**config.mk**
```make
export PLATFORM = sky130hd
export DESIGN_NAME = sel0628_bus_arbiter_flat
export DESIGN_NICKNAME = d
export VERILOG_FILES = /design/src/rtl/sel0628_bus_arbiter_pkg.sv /design/src/rtl/sel0628_bus_arbiter_if.sv /design/src/rtl/sel0628_rr_arb2.sv /design/src/rtl/sel0628_bus_arbiter.sv /design/src/flat_wrapper.sv
export SDC_FILE = /design/constraint.sdc
export NUM_CORES = 1
export LEC_CHECK = 0
export BUFFER_PORTS_ARGS = -buffer_cell sky130_fd_sc_hd__buf_2
export CAP_MARGIN = 20
export CORE_ASPECT_RATIO = 0.7
export CORE_UTILIZATION = 46
export DETAILED_ROUTE_END_ITERATION = 10
export HOLD_SLACK_MARGIN = 0.05
export PLACE_DENSITY = 0.76
export SLEW_MARGIN = 40
export SYNTH_ARGS = -nofsm -noshare
export SYNTH_HDL_FRONTEND = slang
export SYNTH_SLANG_ARGS = --single-unit
```
**constraint.sdc**
```tcl
create_clock -name clk -period 2.3 [get_ports clk]
set_clock_uncertainty 0.1 [all_clocks]
set_input_delay 0.23 -clock clk [delete_from_list [all_inputs] [get_ports clk]]
set_output_delay 0.23 -clock clk [all_outputs]
set_load 0.05 [all_outputs]
```
**src/rtl/sel0628_bus_arbiter_pkg.sv**
```systemverilog
// Shared types and constants for the SEL0628 two-master external bus arbiter.
package sel0628_bus_arbiter_pkg;

    localparam int ADDR_W = 6;
    localparam int DATA_W = 8;
    localparam int CNT_W  = 4;

    typedef enum logic [1:0] {
        ST_IDLE   = 2'd0,
        ST_ACCESS = 2'd1,
        ST_ACK    = 2'd2
    } state_e;

    localparam logic OWNER_A = 1'b0;
    localparam logic OWNER_B = 1'b1;

    // On a tie, round-robin hands the bus to whichever port did not win last time.
    function automatic logic pick_owner(input logic a_req, input logic b_req,
                                        input logic last_owner, input logic fixed_prio);
        if (a_req && b_req) begin
            return fixed_prio ? OWNER_A : ~last_owner;
        end
        return b_req ? OWNER_B : OWNER_A;
    endfunction

endpackage

```
**src/rtl/sel0628_bus_arbiter_if.sv**
```systemverilog
// Bus bundle between the two requesters, the arbiter and the memory pins.
// Handshake: a master raises x_req with stable x_we/x_addr/x_wdata and holds them until it
// samples x_ack=1 (a single-cycle pulse, x_rdata valid with it), then drops x_req on that edge.
interface sel0628_bus_arbiter_if;
    import sel0628_bus_arbiter_pkg::*;

    logic              a_req;
    logic              a_we;
    logic [ADDR_W-1:0] a_addr;
    logic [DATA_W-1:0] a_wdata;
    logic              a_ack;
    logic [DATA_W-1:0] a_rdata;

    logic              b_req;
    logic              b_we;
    logic [ADDR_W-1:0] b_addr;
    logic [DATA_W-1:0] b_wdata;
    logic              b_ack;
    logic [DATA_W-1:0] b_rdata;

    logic [ADDR_W-1:0] mem_addr;
    logic              mem_we;
    logic [DATA_W-1:0] mem_wdata;
    logic [DATA_W-1:0] mem_rdata;

    logic              busy;
    logic              owner;

    modport slave (
        input  a_req, a_we, a_addr, a_wdata,
        output a_ack, a_rdata,
        input  b_req, b_we, b_addr, b_wdata,
        output b_ack, b_rdata,
        output mem_addr, mem_we, mem_wdata,
        input  mem_rdata,
        output busy, owner
    );

    modport master (
        output a_req, a_we, a_addr, a_wdata,
        input  a_ack, a_rdata,
        output b_req, b_we, b_addr, b_wdata,
        input  b_ack, b_rdata,
        input  mem_addr, mem_we, mem_wdata,
        output mem_rdata,
        input  busy, owner
    );

endinterface

```
**src/rtl/sel0628_rr_arb2.sv**
```systemverilog
// Two-way grant decision plus the registered last-grantee pointer used for round-robin ties.
module sel0628_rr_arb2
    import sel0628_bus_arbiter_pkg::*;
#(
    parameter bit FIXED_PRIO = 1'b0
) (
    input  logic clk,
    input  logic clr_n,
    input  logic a_req_i,
    input  logic b_req_i,
    input  logic grant_stb_i,
    output logic grant_o
);

    logic last_q;
    logic last_d;

    always_comb begin
        grant_o = pick_owner(a_req_i, b_req_i, last_q, FIXED_PRIO);
        last_d  = grant_stb_i ? grant_o : last_q;
    end

    // Pointer resets to "B granted last" so the first tie goes to A.
    always_ff @(posedge clk or negedge clr_n) begin
        if (!clr_n) begin
            last_q <= OWNER_B;
        end else begin
            last_q <= last_d;
        end
    end

endmodule

```
**src/rtl/sel0628_bus_arbiter.sv**
```systemverilog
// Serialises port A / port B accesses onto the SEL0628 memory pins, stretching each access
// by WAIT_CYCLES and returning read data with a one-cycle ack to the granted port.
module sel0628_bus_arbiter
    import sel0628_bus_arbiter_pkg::*;
#(
    parameter int WAIT_CYCLES = 1,
    parameter bit FIXED_PRIO  = 1'b0
) (
    input  logic                  clk,
    input  logic                  clr_n,
    sel0628_bus_arbiter_if.slave  bus,
    output logic [1:0]            dbg_state_o
);

    localparam logic [CNT_W-1:0] WAIT_LOAD = WAIT_CYCLES[CNT_W-1:0];

    state_e            state_q,   state_d;
    logic [CNT_W-1:0]  cnt_q,     cnt_d;
    logic [ADDR_W-1:0] addr_q,    addr_d;
    logic [DATA_W-1:0] wdata_q,   wdata_d;
    logic              we_q,      we_d;
    logic              owner_q,   owner_d;
    logic [DATA_W-1:0] a_rdata_q, a_rdata_d;
    logic [DATA_W-1:0] b_rdata_q, b_rdata_d;

    logic any_req;
    logic grant_stb;
    logic grant;

    assign any_req   = bus.a_req | bus.b_req;
    assign grant_stb = (state_q == ST_IDLE) && any_req;

    sel0628_rr_arb2 #(
        .FIXED_PRIO (FIXED_PRIO)
    ) u_arb (
        .clk         (clk),
        .clr_n       (clr_n),
        .a_req_i     (bus.a_req),
        .b_req_i     (bus.b_req),
        .grant_stb_i (grant_stb),
        .grant_o     (grant)
    );

    always_ff @(posedge clk or negedge clr_n) begin
        if (!clr_n) begin
            state_q   <= ST_IDLE;
            cnt_q     <= '0;
            addr_q    <= '0;
            wdata_q   <= '0;
            we_q      <= 1'b0;
            owner_q   <= OWNER_A;
            a_rdata_q <= '0;
            b_rdata_q <= '0;
        end else begin
            state_q   <= state_d;
            cnt_q     <= cnt_d;
            addr_q    <= addr_d;
            wdata_q   <= wdata_d;
            we_q      <= we_d;
            owner_q   <= owner_d;
            a_rdata_q <= a_rdata_d;
            b_rdata_q <= b_rdata_d;
        end
    end

    always_comb begin
        state_d   = state_q;
        cnt_d     = cnt_q;
        addr_d    = addr_q;
        wdata_d   = wdata_q;
        we_d      = we_q;
        owner_d   = owner_q;
        a_rdata_d = a_rdata_q;
        b_rdata_d = b_rdata_q;
        case (state_q)
            ST_IDLE: begin
                if (any_req) begin
                    owner_d = grant;
                    we_d    = (grant == OWNER_B) ? bus.b_we    : bus.a_we;
                    addr_d  = (grant == OWNER_B) ? bus.b_addr  : bus.a_addr;
                    wdata_d = (grant == OWNER_B) ? bus.b_wdata : bus.a_wdata;
                    cnt_d   = WAIT_LOAD;
                    state_d = ST_ACCESS;
                end
            end
            ST_ACCESS: begin
                if (cnt_q != '0) begin
                    cnt_d = cnt_q - 1'b1;
                end else begin
                    // Loaded on writes too; the requester ignores it in that case.
                    if (owner_q == OWNER_B) begin
                        b_rdata_d = bus.mem_rdata;
                    end else begin
                        a_rdata_d = bus.mem_rdata;
                    end
                    state_d = ST_ACK;
                end
            end
            ST_ACK: begin
                state_d = ST_IDLE;
            end
            default: begin
                state_d = ST_IDLE;
            end
        endcase
    end

    // mem_we is decoded from the state register so an async reset drops it at once.
    always_comb begin
        bus.mem_addr  = addr_q;
        bus.mem_wdata = wdata_q;
        bus.mem_we    = (state_q == ST_ACCESS) && we_q;
        bus.a_ack     = (state_q == ST_ACK) && (owner_q == OWNER_A);
        bus.b_ack     = (state_q == ST_ACK) && (owner_q == OWNER_B);
        bus.a_rdata   = a_rdata_q;
        bus.b_rdata   = b_rdata_q;
        bus.busy      = (state_q != ST_IDLE);
        bus.owner     = owner_q;
        dbg_state_o   = state_q;
    end

endmodule

```
**src/flat_wrapper.sv**
```systemverilog
// flat-port wrapper written by rule: the top's interface ports become plain ports
module sel0628_bus_arbiter_flat import sel0628_bus_arbiter_pkg::*;
#(
    parameter int WAIT_CYCLES = 1,
    parameter bit FIXED_PRIO  = 1'b0
)
  (clk, clr_n, dbg_state_o, bus_a_req, bus_a_we, bus_a_addr, bus_a_wdata, bus_a_ack, bus_a_rdata, bus_b_req, bus_b_we, bus_b_addr, bus_b_wdata, bus_b_ack, bus_b_rdata, bus_mem_addr, bus_mem_we, bus_mem_wdata, bus_mem_rdata, bus_busy, bus_owner);
  sel0628_bus_arbiter_if bus_i ();
  input  logic clk;
  input  logic clr_n;
  output logic [1:0] dbg_state_o;
  input wire logic [$bits(bus_i.a_req)-1:0] bus_a_req;
  input wire logic [$bits(bus_i.a_we)-1:0] bus_a_we;
  input wire logic [$bits(bus_i.a_addr)-1:0] bus_a_addr;
  input wire logic [$bits(bus_i.a_wdata)-1:0] bus_a_wdata;
  output wire logic [$bits(bus_i.a_ack)-1:0] bus_a_ack;
  output wire logic [$bits(bus_i.a_rdata)-1:0] bus_a_rdata;
  input wire logic [$bits(bus_i.b_req)-1:0] bus_b_req;
  input wire logic [$bits(bus_i.b_we)-1:0] bus_b_we;
  input wire logic [$bits(bus_i.b_addr)-1:0] bus_b_addr;
  input wire logic [$bits(bus_i.b_wdata)-1:0] bus_b_wdata;
  output wire logic [$bits(bus_i.b_ack)-1:0] bus_b_ack;
  output wire logic [$bits(bus_i.b_rdata)-1:0] bus_b_rdata;
  output wire logic [$bits(bus_i.mem_addr)-1:0] bus_mem_addr;
  output wire logic [$bits(bus_i.mem_we)-1:0] bus_mem_we;
  output wire logic [$bits(bus_i.mem_wdata)-1:0] bus_mem_wdata;
  input wire logic [$bits(bus_i.mem_rdata)-1:0] bus_mem_rdata;
  output wire logic [$bits(bus_i.busy)-1:0] bus_busy;
  output wire logic [$bits(bus_i.owner)-1:0] bus_owner;
  assign bus_i.a_req = bus_a_req;
  assign bus_i.a_we = bus_a_we;
  assign bus_i.a_addr = bus_a_addr;
  assign bus_i.a_wdata = bus_a_wdata;
  assign bus_a_ack = bus_i.a_ack;
  assign bus_a_rdata = bus_i.a_rdata;
  assign bus_i.b_req = bus_b_req;
  assign bus_i.b_we = bus_b_we;
  assign bus_i.b_addr = bus_b_addr;
  assign bus_i.b_wdata = bus_b_wdata;
  assign bus_b_ack = bus_i.b_ack;
  assign bus_b_rdata = bus_i.b_rdata;
  assign bus_mem_addr = bus_i.mem_addr;
  assign bus_mem_we = bus_i.mem_we;
  assign bus_mem_wdata = bus_i.mem_wdata;
  assign bus_i.mem_rdata = bus_mem_rdata;
  assign bus_busy = bus_i.busy;
  assign bus_owner = bus_i.owner;
  sel0628_bus_arbiter #(.WAIT_CYCLES(WAIT_CYCLES), .FIXED_PRIO(FIXED_PRIO)) u_core (.clk(clk), .clr_n(clr_n), .bus(bus_i), .dbg_state_o(dbg_state_o));
endmodule
```
==> results by group <==
Timing
  • Least-Margin Pin Slew: 697 ps
  • Crit path time final: 2170 ps
  • Final setup TNS: 0 ps
  • Final Max Slew Viols: 0
  • F_max: 460 MHz
  • Final cycle utilization of the critical path: 94.5%
  • RSZ-0062 raised after global routing: false
  • Final setup vio count: 0
  • Hold Fails Final Rpt: 0
  • Slew margin rel.: 53.3%

Worst setup path
  • Crit-path cells: inv_1, ha_1, or3b_4, or3_1, mux2_4
  • CP Launch Type: flip-flop
  • Worst path slowest cell: or3_1
  • Worst EP required: 2370 ps
  • Crit Path Max Fanout: 8
  • CP endpoint kind: flip-flop
  • Data arrival, critical path: 2240 ps
  • CP max stage delay: 530 ps
  • CP Class: reg2reg

Outcome
  • Outcome: complete, no violations

Synth
  • #FFs+latches synth: 39
  • Yosys top cell area share: 53.8%
  • Register area share after synthesis: 55.3%
  • Number of synthesized flops with an enable pin: 0
  • Most used DFF post-synth: dfrtp_1
  • Unique masters post-synth: 32
  • Cells after Synth: 162
  • Largest area contributor in the netlist: dfrtp_1
  • Syn nets: 205
  • Top cells by area, synth: dfrtp_1 54%, mux2_4 6.8%, nand2_1 6.6%, mux2_2 6.4%, a31oi_1 5.3%
  • Post-synth top cells: 38 x dfrtp_1, 31 x nand2_1, 15 x a21oi_1, 15 x a31oi_1, 10 x mux2_2
  • Syn Area/Cell: 10.9 sq um
  • Post-Syn Area: 0.00177 sq mm
  • Async set-reset flop share out of synthesis: 100%
  • Most frequent cell after synthesis: dfrtp_1
  • YS warnings: 0

Place
  • # port buffers: 78
  • DP Wirelength: 2700 um
  • Routability-driven placement congestion ratio: 0.891

Drt
  • Drt wl/cell: 13.0 um
  • Metal-1 WL: 1830 um
  • Residual DRC: 0
  • Drt pass-1 iters: 4
  • Uppermost routed layer: met4
  • WL met2: 1690 um
  • Routed wire length: 3800 um
  • Via-to-Cell Ratio: 4.94
  • Post-route ant nets: 0
  • Via count: 1447
  • Routed met3 length: 255 um
  • Drt initial violations: 42

Clocking
  • CTS tree: built
  • H-tree depth: 2
  • Clock sink total: 39
  • Clk buf depth: 2
  • Post-CTS Hold Fix Bufs: 1
  • # Post-CTS Setup Buffers: 0
  • CTS root buf: clkbuf_8
  • Clock slew at reported path FFs: 80 ps
  • Num CTS Buffers: 5
  • Cells resized by post-CTS repair: 0
  • Clock Latency Late Sink: 280 ps

Floorplanning
  • # IOs: 79
  • Core Area: 0.00360 sq mm
  • Row cnt: 18
  • Starting Density: 49.1%
  • Die X: 76.1 um
  • Die H: 53.9 um
  • Die area: 0.00410 sq mm

Cells and area
  • Share of cells above drive strength 1: 46.5%
  • Nets: 285
  • Area growth syn-to-layout: 32.4%
  • # diodes: 0
  • Fillers: 319

Global route
  • GRT Util Overall: 19.7%
  • Pin count of the biggest net entering global routing: 40
  • Antenna violations before repair: 0
  • Global-route wire length before repair: 5950 um
  • Remaining Overflow, GRT: 0
  • Vias in the first global route: 1228

Min path
  • Hold Path Class: in2reg

Job
  • Max Cap Viol: 0
## cells in the final DEF, fill, tap and decap left out, drive strengths merged
cell         count
nor4bb           1
a21oi           15
a21boi           1
buf             82
nand2           31
nor3b            2
or2              1
a21bo            1
nand3            2
o21ai            4
a31oi           15
dfrtp           38
and3             1
and3b            1
and2b            1
clkinv           1
dlygate4sd3      1
ha               1
clkbuf           6
a211oi           2
nor2b            1
or3              3
inv              3
o21a             1
and2             2
o311ai           1
nor2             2
mux2            18
or3b             1
nor3             1
dfstp            1
nand2b           1
bufinv           1
## worst max-delay path: cells and delay by family, from the launching register on
family                     cells  cell delay, ps
buffers and inverters          1              70
and+or+nand+nor                2             920
adders and majority gates      1             180
muxes                          1             370
DFF                            1             410
## stage by stage
step           cells  area, sq um  hold WS, ps  util, %  worst slack, ps
3_3_place_gp     284         2210          282     61.3              186
3_5_place_dp     284         2210          124     61.4              145
5_1_grt          293         2340         79.6     65.0             54.0
2_1_floorplan    162         1770         -166        -              240
4_1_cts          293         2340         79.3     65.0              129
6_report         293         2340         88.2     65.0              127
## layout make-up
cell class	count	area (sq um)	area share, %
Clock inverter	2	35.0	1.50
Clock buffer	6	82.6	3.53
Inverter	3	11.3	0.481
Tap cell	50	62.6	2.67
Sequential cell	39	977	41.7
Multi-Input combinational cell	110	739	31.6
Timing Repair Buffer	83	433	18.5
## metal layers
layer	GRT usage, %	vias to the layer above
met5	0	-
met2	30.5	53
met4	6.73	0
met1	26.4	661
li1	-	730
met3	6.61	3
## flip-flops by register name (all words and copies together), names as in the netlist
register and flops:
u_core.bus.mem_addr 6, u_core.bus.mem_wdata 8, u_core.bus.owner 1, u_core.dbg_state_o 2, u_core.bus.a_rdata 8, u_core.cnt_q 4
u_core.bus.b_rdata 8, u_core.u_arb.last_q 1, u_core.we_q 1
## cell families after synthesis
logic type,after synthesis,share of synthesized area [%]
AND/OR/NAND/NOR,51,14.0
buffers and inverters,13,3.40
multiplexers,18,13.2
AO/OA/AOI/OAI,40,13.4
adder cells (fa/ha/maj),1,0.708
flip-flops,39,55.3
## worst paths after layout
| path | startpoint | end | slack [ps] | depth (start not counted) |
|---|---|---|---|---|
| max | u_core.cnt_q[0] | u_core.bus.a_rdata[4] | 130 | 5 |
| min | bus_a_wdata[3] | u_core.bus.mem_wdata[3] | 90 | 3 |
| max reg2reg | u_core.cnt_q[0] | u_core.bus.a_rdata[4] | 130 | 5 |
| min reg2reg | u_core.bus.b_rdata[7] | u_core.bus.b_rdata[7] | 400 | 1 |
| max in group asynchronous | clr_n | u_core.u_arb.last_q | 1400 | 2 |
| min in group asynchronous | clr_n | u_core.bus.b_rdata[0] | 340 | 2 |
Power is left out: the tool's default activity adds up to more than one toggle a clock period on the data nets, which glitch-free logic cannot reach.
